[config.mk]
export PLATFORM = sky130hd
export DESIGN_NAME = pll_reset_seq_flat
export DESIGN_NICKNAME = d
export VERILOG_FILES = /design/src/rtl/pll_reset_seq_pkg.sv /design/src/rtl/pll_reset_seq_if.sv /design/src/rtl/pll_reset_seq_sync_bit.sv /design/src/rtl/pll_reset_seq.sv /design/src/flat_wrapper.sv
export SDC_FILE = /design/constraint.sdc
export NUM_CORES = 1
export LEC_CHECK = 0
export ABC_AREA = 1
export CAP_MARGIN = 15
export CORE_ASPECT_RATIO = 2
export CORE_UTILIZATION = 30
export CTS_CLUSTER_SIZE = 10
export DETAILED_ROUTE_END_ITERATION = 8
export DONT_BUFFER_PORTS = 1
export SLEW_MARGIN = 25
export SYNTH_ARGS = -nofsm -noshare
export SYNTH_HDL_FRONTEND = slang
export SYNTH_SLANG_ARGS = --single-unit
[constraint.sdc]
create_clock -name clk_50m -period 4.6 [get_ports clk_50m]
set_clock_uncertainty 0.1 [all_clocks]
set_input_delay 0.46 -clock clk_50m [delete_from_list [all_inputs] [get_ports clk_50m]]
set_output_delay 0.46 -clock clk_50m [all_outputs]
set_load 0.05 [all_outputs]
[src/rtl/pll_reset_seq_pkg.sv]
// Shared types, default parameters and sizing helper for the PLL supervisor
// and reset sequencer.
package pll_reset_pkg;

  typedef enum logic [2:0] {
    ASSERT_ARESET,
    WAIT_LOCK,
    STABLE,
    RELEASE,
    RUN
  } state_e;

  localparam int unsigned DEF_SYNC_STAGES   = 2;
  localparam int unsigned DEF_ARESET_CYCLES = 10;
  localparam int unsigned DEF_LOCK_TIMEOUT  = 50000;
  localparam int unsigned DEF_STABLE_CYCLES = 1024;
  localparam int unsigned DEF_NUM_DOMAINS   = 4;
  localparam int unsigned DEF_STAGE_GAP     = 16;
  localparam int unsigned RELOCK_W          = 8;

  // The shared counter must hold the longest interval any state measures.
  function automatic int unsigned cnt_width(input int unsigned lock_timeout,
                                            input int unsigned stable_cycles,
                                            input int unsigned release_span,
                                            input int unsigned areset_cycles);
    int unsigned m;
    m = lock_timeout;
    if (stable_cycles > m) m = stable_cycles;
    if (release_span > m)  m = release_span;
    if (areset_cycles > m) m = areset_cycles;
    return (m < 2) ? 1 : $clog2(m);
  endfunction

endpackage

[src/rtl/pll_reset_seq_if.sv]
// PLL-facing and domain-reset signals of the reset sequencer.
interface pll_reset_seq_if #(
  parameter int unsigned NUM_DOMAINS = 4
);
  logic                   pll_locked;
  logic                   pll_areset;
  logic [NUM_DOMAINS-1:0] rst_out_n;
  logic                   ready;
  logic [7:0]             relock_count;
  logic                   timeout_err;

  modport master (
    input  pll_locked,
    output pll_areset,
    output rst_out_n,
    output ready,
    output relock_count,
    output timeout_err
  );

  modport slave (
    output pll_locked,
    input  pll_areset,
    input  rst_out_n,
    input  ready,
    input  relock_count,
    input  timeout_err
  );
endinterface

[src/rtl/pll_reset_seq_sync_bit.sv]
// N-stage single-bit synchroniser, asynchronously cleared to 0.
module sync_bit #(
  parameter int unsigned STAGES = 2
) (
  input  logic clk,
  input  logic rst_n,
  input  logic d,
  output logic q
);
  logic [STAGES-1:0] sync_q;
  logic [STAGES-1:0] sync_d;

  always_comb begin
    sync_d[0] = d;
    for (int unsigned i = 1; i < STAGES; i++) begin
      sync_d[i] = sync_q[i-1];
    end
  end

  always_ff @(posedge clk or negedge rst_n) begin
    if (!rst_n) begin
      sync_q <= '0;
    end else begin
      sync_q <= sync_d;
    end
  end

  assign q = sync_q[STAGES-1];
endmodule

[src/rtl/pll_reset_seq.sv]
// PLL supervisor: pulses pll_areset, filters lock, releases per-domain resets
// in a staggered order and re-sequences on lock loss or lock timeout.
module pll_reset_seq
  import pll_reset_pkg::*;
#(
  parameter int unsigned SYNC_STAGES   = DEF_SYNC_STAGES,
  parameter int unsigned ARESET_CYCLES = DEF_ARESET_CYCLES,
  parameter int unsigned LOCK_TIMEOUT  = DEF_LOCK_TIMEOUT,
  parameter int unsigned STABLE_CYCLES = DEF_STABLE_CYCLES,
  parameter int unsigned NUM_DOMAINS   = DEF_NUM_DOMAINS,
  parameter int unsigned STAGE_GAP     = DEF_STAGE_GAP
) (
  input logic             clk_50m,
  input logic             reset_n,
  pll_reset_seq_if.master bus
);
  localparam int unsigned CNT_W = cnt_width(LOCK_TIMEOUT, STABLE_CYCLES,
                                            NUM_DOMAINS * STAGE_GAP, ARESET_CYCLES);
  typedef logic [CNT_W-1:0] cnt_t;

  localparam cnt_t ARESET_LAST  = cnt_t'(ARESET_CYCLES - 1);
  localparam cnt_t TIMEOUT_LAST = cnt_t'(LOCK_TIMEOUT - 1);
  localparam cnt_t STABLE_LAST  = cnt_t'(STABLE_CYCLES - 1);
  localparam cnt_t RELEASE_LAST = cnt_t'((NUM_DOMAINS - 1) * STAGE_GAP);

  state_e                state_q, state_d;
  cnt_t                  cnt_q, cnt_d, cnt_inc;
  logic                  pll_areset_q, pll_areset_d;
  logic [NUM_DOMAINS-1:0] rst_out_n_q, rst_out_n_d;
  logic                  ready_q, ready_d;
  logic [RELOCK_W-1:0]   relock_count_q, relock_count_d;
  logic                  timeout_err_q, timeout_err_d;
  logic                  locked_s;

  sync_bit #(
    .STAGES(SYNC_STAGES)
  ) u_lock_sync (
    .clk  (clk_50m),
    .rst_n(reset_n),
    .d    (bus.pll_locked),
    .q    (locked_s)
  );

  always_comb begin
    state_d        = state_q;
    cnt_inc        = cnt_q + 1'b1;
    cnt_d          = cnt_inc;
    pll_areset_d   = pll_areset_q;
    rst_out_n_d    = rst_out_n_q;
    ready_d        = ready_q;
    relock_count_d = relock_count_q;
    timeout_err_d  = timeout_err_q;

    unique case (state_q)
      ASSERT_ARESET: begin
        if (cnt_q == ARESET_LAST) begin
          state_d      = WAIT_LOCK;
          cnt_d        = '0;
          pll_areset_d = 1'b0;
        end
      end
      WAIT_LOCK: begin
        if (locked_s) begin
          state_d = STABLE;
          cnt_d   = '0;
        end else if (cnt_q == TIMEOUT_LAST) begin
          state_d       = ASSERT_ARESET;
          cnt_d         = '0;
          pll_areset_d  = 1'b1;
          timeout_err_d = 1'b1;
        end
      end
      STABLE: begin
        if (!locked_s) begin
          state_d = WAIT_LOCK;
          cnt_d   = '0;
        end else if (cnt_q == STABLE_LAST) begin
          // Domain 0 is released on the edge that enters RELEASE.
          cnt_d          = '0;
          rst_out_n_d[0] = 1'b1;
          if (NUM_DOMAINS == 1) begin
            ready_d = 1'b1;
            state_d = RUN;
          end else begin
            state_d = RELEASE;
          end
        end
      end
      RELEASE, RUN: begin
        if (!locked_s) begin
          state_d      = ASSERT_ARESET;
          cnt_d        = '0;
          pll_areset_d = 1'b1;
          rst_out_n_d  = '0;
          ready_d      = 1'b0;
          if (relock_count_q != '1) relock_count_d = relock_count_q + 1'b1;
        end else if (state_q == RUN) begin
          cnt_d = cnt_q;
        end else begin
          // cnt_inc counts cycles since domain 0 went high.
          for (int unsigned i = 1; i < NUM_DOMAINS; i++) begin
            if (cnt_inc == cnt_t'(i * STAGE_GAP)) rst_out_n_d[i] = 1'b1;
          end
          if (cnt_inc == RELEASE_LAST) begin
            ready_d = 1'b1;
            state_d = RUN;
            cnt_d   = '0;
          end
        end
      end
      default: begin
        state_d      = ASSERT_ARESET;
        cnt_d        = '0;
        pll_areset_d = 1'b1;
      end
    endcase
  end

  always_ff @(posedge clk_50m or negedge reset_n) begin
    if (!reset_n) begin
      state_q        <= ASSERT_ARESET;
      cnt_q          <= '0;
      pll_areset_q   <= 1'b1;
      rst_out_n_q    <= '0;
      ready_q        <= 1'b0;
      relock_count_q <= '0;
      timeout_err_q  <= 1'b0;
    end else begin
      state_q        <= state_d;
      cnt_q          <= cnt_d;
      pll_areset_q   <= pll_areset_d;
      rst_out_n_q    <= rst_out_n_d;
      ready_q        <= ready_d;
      relock_count_q <= relock_count_d;
      timeout_err_q  <= timeout_err_d;
    end
  end

  assign bus.pll_areset   = pll_areset_q;
  assign bus.rst_out_n    = rst_out_n_q;
  assign bus.ready        = ready_q;
  assign bus.relock_count = relock_count_q;
  assign bus.timeout_err  = timeout_err_q;
endmodule

[src/flat_wrapper.sv]
// flat-port wrapper written by rule: the top's interface ports become plain ports
module pll_reset_seq_flat import pll_reset_pkg::*;
#(
  parameter int unsigned SYNC_STAGES   = DEF_SYNC_STAGES,
  parameter int unsigned ARESET_CYCLES = DEF_ARESET_CYCLES,
  parameter int unsigned LOCK_TIMEOUT  = DEF_LOCK_TIMEOUT,
  parameter int unsigned STABLE_CYCLES = DEF_STABLE_CYCLES,
  parameter int unsigned NUM_DOMAINS   = DEF_NUM_DOMAINS,
  parameter int unsigned STAGE_GAP     = DEF_STAGE_GAP
)
  (clk_50m, reset_n, bus_pll_locked, bus_pll_areset, bus_rst_out_n, bus_ready, bus_relock_count, bus_timeout_err);
  pll_reset_seq_if #(.NUM_DOMAINS(NUM_DOMAINS)) bus_i ();
  input logic clk_50m;
  input logic reset_n;
  input wire logic [$bits(bus_i.pll_locked)-1:0] bus_pll_locked;
  output wire logic [$bits(bus_i.pll_areset)-1:0] bus_pll_areset;
  output wire logic [$bits(bus_i.rst_out_n)-1:0] bus_rst_out_n;
  output wire logic [$bits(bus_i.ready)-1:0] bus_ready;
  output wire logic [$bits(bus_i.relock_count)-1:0] bus_relock_count;
  output wire logic [$bits(bus_i.timeout_err)-1:0] bus_timeout_err;
  assign bus_i.pll_locked = bus_pll_locked;
  assign bus_pll_areset = bus_i.pll_areset;
  assign bus_rst_out_n = bus_i.rst_out_n;
  assign bus_ready = bus_i.ready;
  assign bus_relock_count = bus_i.relock_count;
  assign bus_timeout_err = bus_i.timeout_err;
  pll_reset_seq #(.SYNC_STAGES(SYNC_STAGES), .ARESET_CYCLES(ARESET_CYCLES), .LOCK_TIMEOUT(LOCK_TIMEOUT), .STABLE_CYCLES(STABLE_CYCLES), .NUM_DOMAINS(NUM_DOMAINS), .STAGE_GAP(STAGE_GAP)) u_core (.clk_50m(clk_50m), .reset_n(reset_n), .bus(bus_i));
endmodule
After elaboration in Yosys (flattened, before gate mapping)
Cells that the tools add are included.
{"block": "word_totals", "reg_bits": 36, "wordCells": 85, "out_inout_bits": 15}
{"block": "classes", "n_reduce_logical": 11, "muxes": 34, "bitwise_logic": 2, "n_addsub": 2, "eq_ne": 25}
{"cell": "$mux 16", "n": 8}
{"cell": "$pmux 16 s4", "n": 1}
{"cell": "$eq 16x6->1 const B", "n": 2}
{"cell": "$mux 3", "n": 10}
{"cell": "$add 16x1->16 const B", "n": 1}
{"cell": "$eq 16x10->1 const B", "n": 1}
{"cell": "$eq 16x16->1 const B", "n": 1}
{"cell": "$eq 16x4->1 const B", "n": 1}
{"cell": "$eq 16x5->1 const B", "n": 1}
{"cell": "$reduce_and 3->1", "n": 5}
{"cell": "$mux 1", "n": 12}
{"cell": "$ne 2x1->1 const B", "n": 6}
{"cell": "$pmux 3 s4", "n": 1}
{"cell": "$reduce_and 5->1", "n": 2}
{"cell": "$ne 3x2->1 const B", "n": 3}
{"cell": "$add 8x1->8 const B", "n": 1}
{"cell": "$ne 2x2->1 const B", "n": 4}
{"cell": "$ne 8x8->1 const B", "n": 1}
{"cell": "$eq 3x2->1 const B", "n": 2}
{"cell": "$pmux 1 s4", "n": 1}
{"cell": "$reduce_and 4->1", "n": 1}
{"cell": "$eq 3x1->1 const B", "n": 1}
{"cell": "$eq 3x3->1 const B", "n": 1}
{"cell": "$logic_not 3->1", "n": 1}
{"cell": "other kinds (5)", "n": 6}

Logic depth before layout (Yosys ltp)
Gate-level depths: netlist of run 1.
{"block": "depth", "ltp_word": 6, "depth_mapped": 14, "ltp_nobuf": 13}

By module
A second synthesis of run 1 with hierarchy kept.
{"block": "hier_totals", "hier_cells": 312, "area_unflattened_um2": 2237.1}
{"module": "pll_reset_seq", "seq_area_each_um2": 827.0, "cells_per_inst": 310, "area_each_um2": 2187.1, "instances": 1}
{"module": "sync_bit", "seq_area_each_um2": 50.0, "cells_per_inst": 2, "area_each_um2": 50.0, "instances": 1}

Worst setup path before layout of run 1
OpenSTA, ideal clock, no wires.
{"block": "synth_path", "path_kind": "reg-to-reg", "startpoint": "register u_core.cnt_q[0]", "endpoint": "register u_core.cnt_q[1]", "arrival_time_ps": 1787, "path_stages_with_launch": 14, "setup_slack_ps": 2584, "path_buffers": 1, "setup_time_ps": 129, "path_cell_list": "dfrtp_1 ha_1 nand2_1 nor2_2 nand4_1 nand2_1 nand2_1 nor2_2 nand3_2 nand2_4 nand2_4 buf_6 nand2_1 o21ai_1"}
{"block": "synth_via", "elab_chain_len": 6, "elab_cells_between_ends": 14}
{"item": "start: declaration", "line_no": "pll_reset_seq.sv:27", "text": "cnt_t cnt_q, cnt_d, cnt_inc;"}
{"item": "start signal: assignment", "line_no": "pll_reset_seq.sv:130", "text": "cnt_q <= cnt_d;"}
{"item": "$add 16x1->16", "line_no": "pll_reset_seq.sv:46", "text": "cnt_inc = cnt_q + 1'b1;"}
{"item": "$eq 16x6->1", "line_no": "pll_reset_seq.sv:104", "text": "if (cnt_inc == RELEASE_LAST) begin"}
{"item": "$mux 16", "line_no": "pll_reset_seq.sv:104"}
{"item": "$mux 16", "line_no": "pll_reset_seq.sv:97", "text": "end else if (state_q == RUN) begin"}
{"item": "$mux 16", "line_no": "pll_reset_seq.sv:90", "text": "if (!locked_s) begin"}
{"item": "$pmux 16 s4 (*)", "line_no": "pll_reset_seq.sv:54", "text": "unique case (state_q)"}
Mark *: on every way between the ends. The rest lies on a longest branch, timed or not. The select of a mux whose other input is x is not followed.
A chain may end at the register's enable or synchronous reset.

Worst setup path in the final report of run 1
{"block": "layout_path", "startpoint": "register u_core.cnt_q[0]", "endpoint": "register u_core.cnt_q[13]"}
The elaborated chain is that of the path after synthesis.

==> results.json, run 1 <==
{
  "dp.cells": 400,
  "fmax_mhz": 404.2,
  "first_pass_iters": 4,
  "ff2ff_setup_slack_ps": 2130,
  "final_cell_mix": "nand2_1, nand3_1, inv_1",
  "ant_nets": 0,
  "drive_gt1_frac": 0.07547,
  "ys_warn_count": 0,
  "worst-setup-path-type": "flop to flop",
  "wl_per_cell_um": 14.43,
  "finalCritPeriodShare": 0.5379,
  "relSlewSlack": 0.3825,
  "io_buffer_count": 0,
  "htree_levels": 2,
  "dp_hpwl_mm": 4.452,
  "leakagePower_nw": 1.136,
  "syn_nets": 323,
  "synth_top_area_share": 0.3835,
  "worstHoldStart": "bus_pll_locked",
  "rows": 44,
  "place.gp.congestion": 0.8495,
  "vias": 2079,
  "critPathMaxStageDelay_ps": 430,
  "synth_top_area_cell": "dfrtp_1",
  "power_w": 0.001200,
  "tightest_slew_ps": 926.3,
  "initial_core_util": 0.3076,
  "syn_inst": 316,
  "core_um2": 7212,
  "ys_ff_latch": 35,
  "regToRegStartpoint": "u_core.cnt_q[0]$_DFFE_PN0N_",
  "clockBufferDepth": 2,
  "grt_antenna_before_repair": 0,
  "insertion_delay_ps": 290,
  "cp_slowest_cell": "dfrtp_1",
  "grt_max_degree": 36,
  "slew_viol_final": 0,
  "die_h_um": 123.6,
  "whs_ps": 101.6,
  "cp_common_cell": "nand2_1",
  "tns_ps": 0,
  "critical_path_peak_fanout": 17,
  "crit_buf_inv": 0,
  "area_growth_pct": 11.51,
  "setup_viol": 0,
  "synthTopCellsByArea": "dfrtp_1, nand2_1, nand3_1, inv_1, nor2_1",
  "status": "completed",
  "instances_no_fill": 410,
  "antenna_cells": 0,
  "drc_errors": 0,
  "hold_violations": 0,
  "ys_seq_area_frac": 0.3954,
  "rsz0062_at_grt": "false",
  "grt_overflow_total": 0,
  "clk_transition_reported_paths_ps": 50,
  "grt_usage": 0.1678,
  "pwr_density_cell_nw_per_um2": 485.1,
  "cts_tree": "done",
  "cts-buffers-inserted": 5,
  "cts_setup_buffers": 0,
  "via_per_inst": 5.071,
  "final_common_cell": "nand2_1",
  "end_kind": "flop",
  "synth_area_um2": 2218,
  "worstPathRequired_ps": 4650,
  "start_kind": "flop",
  "cp_top_family": "simple AND/OR/NAND/NOR gates",
  "nNetsFinal": 324,
  "critPathLaunch": "u_core.cnt_q[0]$_DFFE_PN0N_",
  "die_w_um": 62.81,
  "cp.arrival_ps": 2520,
  "first_global_vias": 2118,
  "die_area_um2": 7763,
  "ys_types": 28,
  "period_needed_ps": 2474,
  "root_buffer": "clkbuf_16",
  "fin_area_um2": 2474,
  "cap_violations": 0,
  "drt_iter0_markers": 65,
  "wl_mm": 5.916,
  "clock-sinks": 35,
  "postSynthAreaPerCell_um2": 7.020,
  "peakVddDrop_uv": 330.3,
  "num_io_pins": 18,
  "grt_pass1_wl_mm": 9.756,
  "path_cells": "ha_1 > nand3_1 > nor2_1 > nand2_1 > nand2_1 > nand2_1 > nor3_2 > nand3_2 > nand2_4 > nand2_4 > nand2_1 > o21ai_0",
  "holdCritPathClass": "primary input to flop",
  "placed_area_um2": 2287
}
-- cell usage after synthesis, drive strengths merged --
cell    instances
nand3          38
dfstp           1
xor2            5
clkbuf          4
nor3            6
inv            35
nand2         102
buf             4
nand4           9
nor4            1
xnor2           2
dfrtp          34
a21oi          16
ha              4
o31ai           2
nor2           36
o21ai          17
-- power by group --
group | switching, W | total, W | leakage, nW | internal [W]
sequential | 0.000194 | 0.000558 | 0.465 | 0.000363
combinational | 0.000192 | 0.000285 | 0.594 | 0.0000934
clock | 0.000127 | 0.000357 | 0.0772 | 0.000230
total | 0.000513 | 0.00120 | 1.14 | 0.000687
-- final cells by class --
type	count	area, um2
timing repair buffer	2	30.03
fill	750	4738
multi-input combinational	238	1164
clock buffer	8	156.4
inverter	35	131.4
tap	92	115.1
sequential	35	877.1
-- per-layer routing --
metal / vias to the layer above / routed length (um) / GRT usage
met5: - / 0 / 0
met4: 0 / 478 / 0.1715
met3: 33 / 184 / 0.03297
met2: 49 / 3263 / 0.3193
met1: 972 / 1990 / 0.1365
li1: 1025 / - / -
-- per-stage QoR --
stage	worst slack [ps]	utilization
after floorplan	2584	-
after CTS	2149	0.3430
after global placement	2261	0.3171
final	2126	0.3430
after global routing	1913	0.3430
after detailed placement	2167	0.3171
-- registers in the layout (all words and copies together), names as in the netlist --
signal and count:
u_core.u_lock_sync.sync_q 2, u_core.cnt_q 16, u_core.bus.rst_out_n 4, u_core.bus.relock_count 8, u_core.bus.timeout_err 1, u_core.bus.pll_areset 1
u_core.state_q 3
-- what timing repair did --
item                      in CTS  in global routing
hold buffers                   2                  0
resized for setup              0                  0
hold endpoints to repair      35                  0
-- final timing paths --
| path | endpoint | depth (start not counted) |
|---|---|---|
| max reg2reg | u_core.cnt_q[13]$_DFFE_PN0N_ | 12 |
| min reg2reg | u_core.u_lock_sync.sync_q[1]$_DFF_PN0_ | 0 |
| min in group asynchronous | u_core.cnt_q[9]$_DFFE_PN0N_ | 2 |
| min | u_core.u_lock_sync.sync_q[0]$_DFF_PN0_ | 0 |
| max | u_core.cnt_q[13]$_DFFE_PN0N_ | 12 |
| max in group asynchronous | u_core.bus.pll_areset$_DFFE_PN1P_ | 2 |
-- cells by family (layout without fill, tap and decap cells) --
group	count (synthesis)	after routing	share of synthesized area
flip-flops	35	35	0.3954
XOR/XNOR	7	7	0.02764
buffers and inverters	43	45	0.08009
AO/OA/AOI/OAI	35	35	0.08629
AND/OR/NAND/NOR	192	192	0.3880
adder cells (fa/ha/maj)	4	4	0.02256
Note: power is estimated with default switching activity, not from simulation.
==> run 2, diff against run 1 <==
Clock period 4.6 ns to 2.3 ns, I/O delays scaled along.
==> results.json, run 2 (synthesis gave the netlist of run 1 again) <==
{
  "die_h_um": 123.6,
  "seqCellArea_um2": 879.6,
  "area_growth_pct": 18.67,
  "holdCritPathClass": "flop to flop",
  "clockBufferDepth": 2,
  "cts_tree": "done",
  "clk_transition_reported_paths_ps": 50,
  "n_fill_cell": 741,
  "rsz0062_at_grt": "false",
  "tightest_slew_ps": 545.4,
  "multi_input_area_um2": 1197,
  "end_kind": "flop",
  "regMostFlops": "u_core.cnt_q",
  "final_common_cell": "nand2_1",
  "start_kind": "flop",
  "antenna_cells": 0,
  "period_needed_ps": 2185,
  "cp.arrival_ps": 2230,
  "insertion_delay_ps": 280,
  "pwr_density_cell_nw_per_um2": 954.2,
  "hold_violations": 0,
  "grt_max_degree": 36,
  "pre_cts_ws_ps": 63.73,
  "whs_ps": 248.6,
  "slew_viol_final": 0,
  "cap_violations": 0,
  "num_io_pins": 18,
  "grt_overflow_total": 0,
  "dp_hpwl_mm": 4.499,
  "tns_ps": 0,
  "nNetsFinal": 340,
  "die_w_um": 62.81,
  "placed_area_um2": 2392,
  "initial_core_util": 0.3076,
  "grt_usage": 0.1629,
  "core_um2": 7212,
  "grt_pass1_wl_mm": 9.597,
  "worst_slack_ps": 115.5,
  "fmax_mhz": 457.8,
  "largest_reg_flops": 16,
  "clock-sinks": 35,
  "io_buffer_count": 0,
  "wl_per_cell_um": 13.70,
  "peakVddDrop_uv": 786.7,
  "drt_iter0_markers": 38,
  "status": "completed",
  "setup_viol": 0,
  "power_w": 0.002512,
  "relSlewSlack": 0.6364,
  "worstPathRequired_ps": 2340,
  "worst-setup-path-type": "flop to flop",
  "first_global_vias": 2105,
  "final_cell_mix": "nand2_1, nand3_1, inv_1",
  "wl_mm": 5.838,
  "ant_nets": 0,
  "fin_area_um2": 2633,
  "drive_gt1_frac": 0.1317,
  "drc_errors": 0,
  "htree_levels": 2,
  "root_buffer": "clkbuf_16",
  "critical_path_peak_fanout": 17,
  "first_pass_iters": 4,
  "via_per_inst": 4.962,
  "cts-buffers-inserted": 5,
  "die_area_um2": 7763,
  "leakagePower_nw": 1.220,
  "finalCritPeriodShare": 0.9498,
  "rows": 44,
  "vias": 2114,
  "grt_antenna_before_repair": 0,
  "place.gp.congestion": 0.8444
}
==> run 2: cell type report <==
cell class                 instances  area share
sequential                        35      0.3341
inverter                          35     0.04991
timing repair buffer              18     0.05798
tap                               92     0.04373
clock buffer                       8     0.05941
multi-input combinational        238      0.4548
==> run 2: worst max-delay path: stages, from the launching register on <==
cell and delay (ps):
dfrtp_1 350, ha_2 210, nand3_1 140, nor2_1 260, nand2_1 140, nand2_1 100, o21ai_0 100, a21oi_2 330
nand2_8 160, nand2_1 80, o21ai_0 80
==> run 2: what timing repair did <==
| item | 4_1_cts | 5_1_grt |
|---|---|---|
| endpoints found under the hold margin | 36 | 0 |
| hold buffers | 3 | 0 |
| buffers inserted | 0 | 1 |
| setup endpoints to repair | 0 | 19 |
| resized for setup | 0 | 9 |
==> run 2: power breakdown <==
part / internal, W / switching [W] / leakage (nW)
Sequential: 0.000732 / 0.000185 / 0.462
Combinational: 0.000270 / 0.000615 / 0.680
Clock: 0.000461 / 0.000250 / 0.0772
Total: 0.00146 / 0.00105 / 1.22
==> run 2: worst paths after layout <==
kind                                                              from                                      to  cells after the start  slack [ps]
worst max-delay path                       u_core.cnt_q[1]$_DFFE_PN0N_             u_core.cnt_q[8]$_DFFE_PN0N_                     10         120
worst min-delay path            u_core.u_lock_sync.sync_q[0]$_DFF_PN0_  u_core.u_lock_sync.sync_q[1]$_DFF_PN0_                      0         250
worst max register to register             u_core.cnt_q[1]$_DFFE_PN0N_             u_core.cnt_q[8]$_DFFE_PN0N_                     10         120
worst min register to register  u_core.u_lock_sync.sync_q[0]$_DFF_PN0_  u_core.u_lock_sync.sync_q[1]$_DFF_PN0_                      0         250
max in group asynchronous                                      reset_n       u_core.bus.pll_areset$_DFFE_PN1P_                      2        1550
min in group asynchronous                                      reset_n     u_core.bus.rst_out_n[0]$_DFFE_PN0P_                      2         310
==> run 2: through the flow <==
step	std cells	util
final	426	0.3650
after global routing	426	0.3650
after CTS	425	0.3590
after detailed placement	414	0.3317
after global placement	414	0.3317
after floorplan	316	-
==> run 2: metal layers <==
metal  track usage  wire length, um  vias up
met5             0                0        -
met4        0.1352              319        0
met3       0.02381              147       22
met2        0.3179             3319       52
met1        0.1434             2052      986
li1              -                -     1054
==> run 3, diff against run 2 <==
Settings changed: SYNTH_HIERARCHICAL set to 1.
==> results.json, run 3 <==
{
  "status": "completed",
  "critPathMaxStageDelay_ps": 380,
  "cts_tree": "done",
  "synth_top_family_by_area": "simple AND/OR/NAND/NOR gates",
  "rsz0062_at_grt": "false",
  "cp_slowest_cell": "dfrtp_1",
  "cts-buffers-inserted": 5,
  "synthAdderAreaFrac": 0.02237,
  "rows": 44,
  "num_io_pins": 18,
  "fmax_mhz": 456.0,
  "cp_num_cells": 13,
  "path_cells": "ha_1 > nand3_2 > clkinvlp_4 > nand3_1 > nand2_1 > nand2_1 > nand2_1 > nor2_4 > nand3_2 > nand2_4 > nand2_8 > nand2_1 > o21ai_0",
  "ant_nets": 0,
  "root_buffer": "clkbuf_16",
  "syn_nets": 319,
  "first_global_vias": 2166,
  "seqPwrFrac": 0.354,
  "io_buffer_count": 0,
  "die_area_um2": 7827,
  "pwr_density_cell_nw_per_um2": 934.8,
  "leakagePower_nw": 1.255,
  "clockBufferDepth": 2,
  "synth_edf_count": 0,
  "vias": 2163,
  "synthTopCellsByCount": "nand2_1, inv_1, dfrtp_1, nand3_1, nor2_1",
  "async_flop_share": 1.000,
  "synth_top_area_share": 0.3803,
  "worst-setup-path-type": "flop to flop",
  "tns_ps": 0,
  "grt_usage": 0.1766,
  "largest_reg_flops": 16,
  "pwr-share-comb": 0.362,
  "critPathLaunch": "u_core/cnt_q[0]$_DFFE_PN0N_",
  "yosys.area_share.simple": 0.3775,
  "die_w_um": 63.06,
  "final_cell_mix": "nand2_1, inv_1, nand3_1",
  "ys_seq_area_frac": 0.3921,
  "start_kind": "flop",
  "fin_area_um2": 2694,
  "synth_top_area_cell": "dfrtp_1",
  "initial_core_util": 0.3102,
  "n_fill_cell": 729,
  "placed_area_um2": 2476,
  "ys_types": 30,
  "ff2ff_path_depth": 13,
  "area_growth_pct": 20.41,
  "muxShareOfSynthArea": 0.005034,
  "postSynthAreaPerCell_um2": 7.170,
  "place.gp.congestion": 0.9339,
  "synthXorXnorAreaFrac": 0.03523,
  "ff2ff_setup_slack_ps": 110,
  "insertion_delay_ps": 280,
  "yosysMostFrequentCell": "nand2_1",
  "synthTopCellsByArea": "dfrtp_1, nand2_1, nand3_1, inv_1, nor2_1",
  "regMostFlops": "u_core/cnt_q",
  "cp.arrival_ps": 2260,
  "cap_violations": 0,
  "synthFlopType": "dfrtp_1",
  "drc_errors": 0,
  "clk_transition_reported_paths_ps": 60,
  "regToRegStartpoint": "u_core/cnt_q[0]$_DFFE_PN0N_",
  "final_common_cell": "nand2_1",
  "antenna_cells": 0,
  "hold_violations": 0,
  "grt_antenna_before_repair": 0,
  "setup_viol": 0,
  "dp.cells": 419,
  "clock-sinks": 35,
  "slew_viol_final": 0,
  "wl_per_cell_um": 15.04,
  "pwr-share-clk": 0.284,
  "peakVddDrop_uv": 562.8,
  "finalCritPeriodShare": 0.9535,
  "cp_common_cell": "nand2_1",
  "first_pass_iters": 4,
  "p_sw_frac": 0.4192,
  "dp_hpwl_mm": 4.979,
  "period_needed_ps": 2193,
  "die_h_um": 124.1,
  "synth_compound_area_frac": 0.08893,
  "p_int_w": 0.001463,
  "htree_levels": 2,
  "worstPathRequired_ps": 2360,
  "synth_area_um2": 2237,
  "relSlewSlack": 0.6525,
  "ys_ff_latch": 35,
  "p_sw_w": 0.001056,
  "grt_max_degree": 36,
  "end_kind": "flop",
  "ys_warn_count": 6,
  "syn_inst": 312,
  "drt_iter0_markers": 66,
  "cp_top_family": "simple AND/OR/NAND/NOR gates",
  "crit_buf_inv": 1,
  "nNetsFinal": 344,
  "grt_pass1_wl_mm": 10.24,
  "holdCritPathClass": "flop to flop",
  "via_per_inst": 5.030,
  "grt_overflow_total": 0,
  "core_um2": 7212,
  "wl_mm": 6.467,
  "instances_no_fill": 430,
  "worstReg2RegEnd": "u_core/cnt_q[11]$_DFFE_PN0N_",
  "cp-endpoint": "u_core/cnt_q[11]$_DFFE_PN0N_",
  "critical_path_peak_fanout": 17,
  "tightest_slew_ps": 521.3,
  "drive_gt1_frac": 0.1509
}
[run 3: worst min path at each step]
stage                     depth (start not counted)                                     end  slack [ps]                                    from
after floorplan                                   0  u_core/bus.relock_count[0]$_DFFE_PN0P_        -170                                 reset_n
after global placement                            0  u_core/bus.relock_count[5]$_DFFE_PN0P_        -160                                 reset_n
after detailed placement                          0  u_core/bus.relock_count[5]$_DFFE_PN0P_        -160                                 reset_n
after CTS                                         0  u_core/u_lock_sync/sync_q[1]$_DFF_PN0_         260  u_core/u_lock_sync/sync_q[0]$_DFF_PN0_
after global routing                              0  u_core/u_lock_sync/sync_q[1]$_DFF_PN0_         270  u_core/u_lock_sync/sync_q[0]$_DFF_PN0_
final                                             0  u_core/u_lock_sync/sync_q[1]$_DFF_PN0_         260  u_core/u_lock_sync/sync_q[0]$_DFF_PN0_
[run 3: per-layer routing]
| metal | vias up | routed length [um] | track usage |
|---|---|---|---|
| met5 | - | 0 | 0 |
| met4 | 0 | 369 | 0.1308 |
| met3 | 22 | 204 | 0.02564 |
| met2 | 66 | 3751 | 0.3649 |
| met1 | 1013 | 2142 | 0.1433 |
| li1 | 1062 | - | - |
[run 3: final cells by class]
cell class | instances | area (um2) | area share
repair buffers | 25 | 205.2 | 0.07617
well taps | 92 | 115.1 | 0.04273
flip-flops and latches | 35 | 878.3 | 0.3261
clock buffers | 8 | 156.4 | 0.05806
multi-input cells | 234 | 1200 | 0.4454
inverters | 36 | 138.9 | 0.05156
[run 3: worst register-to-register path: cells and delay by family (launching register included)]
kind | cells | cell delay [ps]
and+or+nand+nor | 10 | 1140
DFF | 1 | 380
adders and majority gates | 1 | 220
buffers and inverters | 1 | 170
AOI/OAI and AO/OA | 1 | 80
[run 3: what timing repair did]
action,in CTS,in global routing
hold endpoints to repair,36,0
gates resized for setup,0,6
buffers inserted,0,0
hold buffers,3,0
setup endpoints to repair,0,20
[run 3: power by group through the flow]
stage / Combinational [W] / Clock [W] / Sequential [W]
after floorplan: 0.000533 / 0 / 0.00103
after global placement: 0.000860 / 0 / 0.000902
after detailed placement: 0.000857 / 0 / 0.000904
after CTS: 0.000885 / 0.000739 / 0.000893
after global routing: 0.00100 / 0.000751 / 0.000906
final: 0.000911 / 0.000715 / 0.000892
[run 3: cell families (layout without fill, tap and decap cells)]
family          after synthesis  after routing
fa+ha+maj                     4              4
xor+xnor                      9              9
compound gates               35             35
flops                        35             35
buf+inv                      43             69
simple gates                185            185
mux                           1              1
[run 3: stage by stage]
step	util	power, W	setup WS (ps)	hold slack [ps]
final	0.3735	0.002518	106.9	256.9
after global placement	0.3433	0.001761	85.73	-164.7
after detailed placement	0.3433	0.001761	65.72	-164.7
after CTS	0.3706	0.002517	37.36	264.4
after floorplan	-	0.001563	233.5	-165.6
after global routing	0.3735	0.002662	1.820	269.5
